<file path="src/rtl/uart_time_set_ctrl.sv">
// Serial time-set sequencer: collects HHMMSS + CR from the UART receiver, validates the
// entry and hands packed BCD time to the timekeeping counter with a one-cycle load strobe.
module uart_time_set_ctrl #(
  parameter logic [3:0] SET_STATE   = 4'd10,
  parameter logic [3:0] MENU_STATE  = 4'd9,
  parameter int         TIMEOUT_CYC = 2_000_000
) (
  input  logic        clk1mhz,
  input  logic        reset,
  input  logic [3:0]  state,
  input  logic [7:0]  rx_byte,
  input  logic        rx_valid,
  output logic [23:0] time_bcd,
  output logic        load_pulse,
  output logic        busy,
  output logic        err,
  output logic [2:0]  digit_cnt
);

  localparam int          TW   = $clog2(TIMEOUT_CYC) + 1;
  localparam logic [TW-1:0] TMAX = TW'(TIMEOUT_CYC - 1);
  localparam logic [7:0]  CH_BS = 8'h08;
  localparam logic [7:0]  CH_CR = 8'h0D;

  typedef enum logic [2:0] {
    S_IDLE, S_COLLECT, S_WAIT_CR, S_CHECK, S_LOAD, S_DONE, S_ERROR
  } fsm_t;

  fsm_t            fsm_q, fsm_d;
  logic [5:0][3:0] dbuf_q, dbuf_d;   // element 5 is slot0 (HT), element 0 is slot5 (SU)
  logic [2:0]      cnt_q, cnt_d;
  logic            err_q, err_d;
  logic [TW-1:0]   tmr_q, tmr_d;
  logic [23:0]     tbcd_q, tbcd_d;
  logic            is_digit, is_bs, is_cr, range_ok;

  assign is_digit = (rx_byte >= 8'h30) && (rx_byte <= 8'h39);
  assign is_bs    = (rx_byte == CH_BS);
  assign is_cr    = (rx_byte == CH_CR);

  // MU and SU need no test: any single digit is legal there.
  assign range_ok = (dbuf_q[5] <= 4'd2) &&
                    (dbuf_q[4] <= ((dbuf_q[5] == 4'd2) ? 4'd3 : 4'd9)) &&
                    (dbuf_q[3] <= 4'd5) &&
                    (dbuf_q[1] <= 4'd5);

  always_ff @(posedge clk1mhz or negedge reset) begin
    if (!reset) fsm_q <= S_IDLE;
    else        fsm_q <= fsm_d;
  end

  always_comb begin
    fsm_d  = fsm_q;
    dbuf_d = dbuf_q;
    cnt_d  = cnt_q;
    err_d  = err_q;
    tmr_d  = tmr_q;
    tbcd_d = tbcd_q;
    if (state == MENU_STATE) begin
      fsm_d  = S_IDLE;
      dbuf_d = '0;
      cnt_d  = '0;
      err_d  = 1'b0;
      tmr_d  = '0;
    end else if (state != SET_STATE) begin
      fsm_d = S_IDLE;
      tmr_d = '0;
    end else begin
      case (fsm_q)
        S_IDLE: begin
          fsm_d = S_COLLECT;
          cnt_d = '0;
          err_d = 1'b0;
          tmr_d = '0;
        end
        S_COLLECT, S_WAIT_CR: begin
          if (rx_valid) begin
            tmr_d = '0;
            if (is_digit) begin
              if (fsm_q == S_WAIT_CR) begin
                fsm_d = S_ERROR;
                err_d = 1'b1;
                cnt_d = '0;
              end else begin
                dbuf_d[3'd5 - cnt_q] = rx_byte[3:0];
                cnt_d = cnt_q + 3'd1;
                if (cnt_q == 3'd5) fsm_d = S_WAIT_CR;
              end
            end else if (is_bs) begin
              if (fsm_q == S_WAIT_CR) begin
                fsm_d = S_COLLECT;
                cnt_d = 3'd5;
              end else if (cnt_q != 3'd0) begin
                cnt_d = cnt_q - 3'd1;
              end
            end else if (is_cr) begin
              if (fsm_q == S_WAIT_CR) begin
                fsm_d = S_CHECK;
              end else begin
                fsm_d = S_ERROR;
                err_d = 1'b1;
                cnt_d = '0;
              end
            end
          end else if (tmr_q == TMAX) begin
            fsm_d = S_ERROR;
            err_d = 1'b1;
            cnt_d = '0;
            tmr_d = '0;
          end else begin
            tmr_d = tmr_q + 1'b1;
          end
        end
        S_CHECK: begin
          // Latch time here so time_bcd is already valid during the load strobe.
          if (range_ok) begin
            fsm_d  = S_LOAD;
            tbcd_d = dbuf_q;
          end else begin
            fsm_d = S_ERROR;
            err_d = 1'b1;
            cnt_d = '0;
          end
        end
        S_LOAD:  fsm_d = S_DONE;
        S_DONE:  fsm_d = S_DONE;
        S_ERROR: begin
          if (rx_valid && is_digit) begin
            fsm_d     = S_COLLECT;
            dbuf_d[5] = rx_byte[3:0];
            cnt_d     = 3'd1;
            err_d     = 1'b0;
            tmr_d     = '0;
          end
        end
        default: fsm_d = S_IDLE;
      endcase
    end
  end

  always_ff @(posedge clk1mhz or negedge reset) begin
    if (!reset) begin
      dbuf_q <= '0;
      cnt_q  <= '0;
      err_q  <= 1'b0;
      tmr_q  <= '0;
      tbcd_q <= '0;
    end else begin
      dbuf_q <= dbuf_d;
      cnt_q  <= cnt_d;
      err_q  <= err_d;
      tmr_q  <= tmr_d;
      tbcd_q <= tbcd_d;
    end
  end

  assign time_bcd   = tbcd_q;
  assign load_pulse = (fsm_q == S_LOAD);
  assign busy       = (fsm_q == S_COLLECT) || (fsm_q == S_WAIT_CR) ||
                      (fsm_q == S_CHECK)   || (fsm_q == S_LOAD);
  assign err        = err_q;
  assign digit_cnt  = cnt_q;

endmodule
</file>
<file path="config.mk">
export PLATFORM = sky130hd
export DESIGN_NAME = uart_time_set_ctrl
export DESIGN_NICKNAME = d
export VERILOG_FILES = /design/src/rtl/uart_time_set_ctrl.sv
export SDC_FILE = /design/constraint.sdc
export NUM_CORES = 1
export LEC_CHECK = 0
export BUFFER_PORTS_ARGS = -buffer_cell sky130_fd_sc_hd__buf_2
export CELL_PAD_IN_SITES_DETAIL_PLACEMENT = 1
export CELL_PAD_IN_SITES_GLOBAL_PLACEMENT = 1
export CORE_MARGIN = 2
export CORE_UTILIZATION = 41
export DETAILED_ROUTE_END_ITERATION = 8
export GPL_TIMING_DRIVEN = 0
export PLACE_DENSITY = 0.85
export SYNTH_ARGS = -nofsm -noshare
export SYNTH_HDL_FRONTEND = slang
export SYNTH_SLANG_ARGS = --single-unit
</file>
<file path="constraint.sdc">
create_clock -name clk1mhz -period 2.1 [get_ports clk1mhz]
set_input_delay 0.315 -clock clk1mhz [delete_from_list [all_inputs] [get_ports clk1mhz]]
set_output_delay 0.315 -clock clk1mhz [all_outputs]
set_load 0.02 [all_outputs]
</file>
==> results_dict.tcl <==
set metrics [dict create \
    drc_errors 0 \
    boundaryPins 45 \
    synth_area_um2 4060 \
    drtPass1Iterations 5 \
    io_buffer_count 41 \
    synth_ff_type "dfrtp_1" \
    critPathTopFamily "simple AND/OR/NAND/NOR gates" \
    holdPathStages 2 \
    synth-xor-area-share_pct 2.59 \
    final_util_pct 55.1 \
    synth_compound_area_share_pct 10.8 \
    fill_cells 1057 \
    antennaDiodeCount 0 \
    fin_skew_ps 15.3 \
    synth_top_area_cell "dfrtp_1" \
    violations "negative setup slack" \
    p_total_mw 2.91 \
    synth_area_leaders "dfrtp_1, mux2_2, mux2i_1, nor2_1, o21ai_0" \
    die-height_um 104 \
    post-dp-hpwl_um 7690 \
    grt_pass1_wl_um 20700 \
    power_density_nw_per_um2 545 \
    cts_max_level 3 \
    path_clk_slew_ps 100 \
    rsz0062_at_grt "yes" \
    synthCells 398 \
    cts.path.max_buffers 2 \
    fin_nets 502 \
    hold_start "rx_valid" \
    cts_root_buf "clkbuf_8" \
    path_class "flip-flop to flip-flop" \
    cts.sinks 77 \
    critical_path.slowest_cell "or4_4" \
    vias 3720 \
    worstPathCellList "o21a_1 > o32a_1 > or4_4 > nor2_4 > buf_6 > mux2_4" \
    async_flop_share_pct 100 \
    die_w_um 104 \
    antenna_found_initial 0 \
    grt_pass1_vias 3914 \
    cts_buffers 9 \
    vdd_drop_max_mv 0.326 \
    multi_input_area_um2 2340 \
    ys_seq_elements 77 \
    grt_util_all_layers_pct 24.2 \
    ys_types 56 \
    synth-simple-area-share_pct 22.0 \
    synth.net_count 417 \
    synth_edf_count 0 \
    wire_per_inst_um 23.5 \
    slew-limit-headroom_pct 47.2 \
    rows 36 \
    synthAdderAreaFrac_pct 1.23 \
    synth_mux_area_share_pct 12.8 \
    slew_violations 0 \
    cp_num_buf_inv 1 \
    gp_congestion 0.900 \
    cts_tree "built" \
    reg2reg_slack_ps -150 \
    instances_no_fill 621 \
    area_growth_pct 31.3 \
    worst_pin_slew_ps 781 \
    period_share_pct 107 \
    p_leak_nw 2.46 \
    drive_above_1_share_pct 38.1 \
    syn_area_per_cell_um2 10.2 \
    ys_warn_count 0 \
    clk_latency_ps 370 \
    slowest_delay_ps 480 \
    rr_worst_depth 6 \
    timing.rr.end "time_bcd[20]" \
    crit_path_max_fanout 7 \
    fin_ws_ps -149 \
    setup-violations-final 31 \
    drt_iter0_drc 270 \
    status "finished with violations" \
    wl_um 14600 \
    dp_cells 573 \
    max_clock_freq_ghz 0.445 \
    worstReg2RegStart "dbuf_q[18]" \
    critPathLaunchType "flip-flop" \
    via_per_inst 5.99 \
    ys_seq_area_share_pct 47.4 \
    holdPathEnd "tmr_q[6]" \
    grt.overflow.total 0 \
    cp-end-kind "flip-flop" \
    initial_core_util_pct 41.9 \
    core_area_um2 9680 \
    worstHoldPathType "input pin to flip-flop" \
    min_period_ps 2250 \
    hold_violations 0 \
    synth_top_area_share_pct 47.4 \
    ff_latch_area_um2 1940 \
    max_cap_viol_count 0 \
    critPathRequiredTime_ps 2360 \
    grt_max_degree 56 \
    ant_nets 0 \
    crit_arrival_ps 2510 \
    die_area_um2 10700 \
    synth_top_family_by_area "simple AND/OR/NAND/NOR gates" \
]
[worst max-delay path by stage]
stage	startpoint	slack, ps	cells after the start	to
finish	dbuf_q[18]	-150	6	time_bcd[20]
floorplan	dbuf_q[18]	30	6	digit_cnt[0]
global route	dbuf_q[18]	-180	6	time_bcd[20]
detailed placement	rx_byte[1]	-470	8	tmr_q[11]
CTS	dbuf_q[15]	-90	5	time_bcd[16]
global placement	rx_byte[1]	-360	8	tmr_q[11]
[layout by cell type, fill, tap and decap left out, types with 9 or more instances in the layout]
master / netlist / routed
nand3_1: 20 / 18
clkbuf_8: 0 / 9
buf_2: 7 / 45
dfrtp_1: 77 / 69
nor2_1: 48 / 45
mux2i_1: 24 / 22
o31ai_1: 10 / 10
and3_1: 9 / 9
mux2_4: 0 / 24
buf_4: 2 / 33
nand2_1: 20 / 19
a21oi_1: 10 / 10
o21ai_0: 25 / 22
[through the flow]
stage	worst slack, ps	cell area, µm²	TNS (ps)	hold slack, ps
after floorplan	28.9	4070	0	19.4
after global placement	-364	4440	-11080	473
after detailed placement	-474	4470	-14480	251
after CTS	-93.4	5060	-1590	265
after global routing	-177	5330	-5700	269
final	-149	5330	-3020	308
[cells in the mapped netlist, drive strengths merged, types with 10 or more instances]
cell	instances
a21oi	10
clkbuf	14
dfrtp	77
mux2	25
nand2	20
o21ai	27
o31ai	10
nand3	20
nor2	49
nor3	12
mux2i	24
[area by class of cell]
| class | count | area share (%) |
|---|---|---|
| Multi-Input combinational cell | 293 | 43.8 |
| Buffer | 19 | 2.32 |
| Sequential cell | 77 | 36.3 |
| Clock buffer | 9 | 2.32 |
| Tap cell | 133 | 3.12 |
| Inverter | 5 | 0.352 |
| Clock inverter | 7 | 1.69 |
| Timing Repair Buffer | 78 | 10.0 |
[sequential cells by signal, indices dropped and copies added (netlist names)]
name,cells
err,1
dbuf_q,24
fsm_q,3
tmr_q,22
time_bcd,24
digit_cnt,3
[power by group]
group	total, mW	switching (mW)	internal (mW)
clock	1.26	0.677	0.583
combinational	0.162	0.109	0.0526
sequential	1.49	0.00280	1.48
total	2.91	0.789	2.12
[cells by family (layout without fill, tap and decap cells)]
logic type | after synthesis | count (layout)
AND/OR/NAND/NOR | 159 | 159
flip-flops | 77 | 77
AO/OA/AOI/OAI | 69 | 69
multiplexers | 49 | 49
buffers and inverters | 28 | 118
XOR/XNOR | 12 | 12
adder cells (fa/ha/maj) | 4 | 4
[metal layers]
| metal | global-route usage [%] | up-vias | share of wire [%] |
|---|---|---|---|
| li1 | - | 1598 | - |
| met1 | 30.3 | 1882 | 40 |
| met2 | 41.7 | 190 | 49 |
| met3 | 4.41 | 50 | 6.7 |
| met4 | 8.88 | 0 | 3.7 |
| met5 | 0 | - | 0 |
[timing repair]
item	4_1_cts	5_1_grt
endpoints found under the setup margin	68	76
cloned	1	0
gates resized for setup	57	50
hold endpoints to repair	22	0
hold buffers	1	0
pin swaps	11	23
setup buffers	17	18
Power figures use the tool's default switching activity.
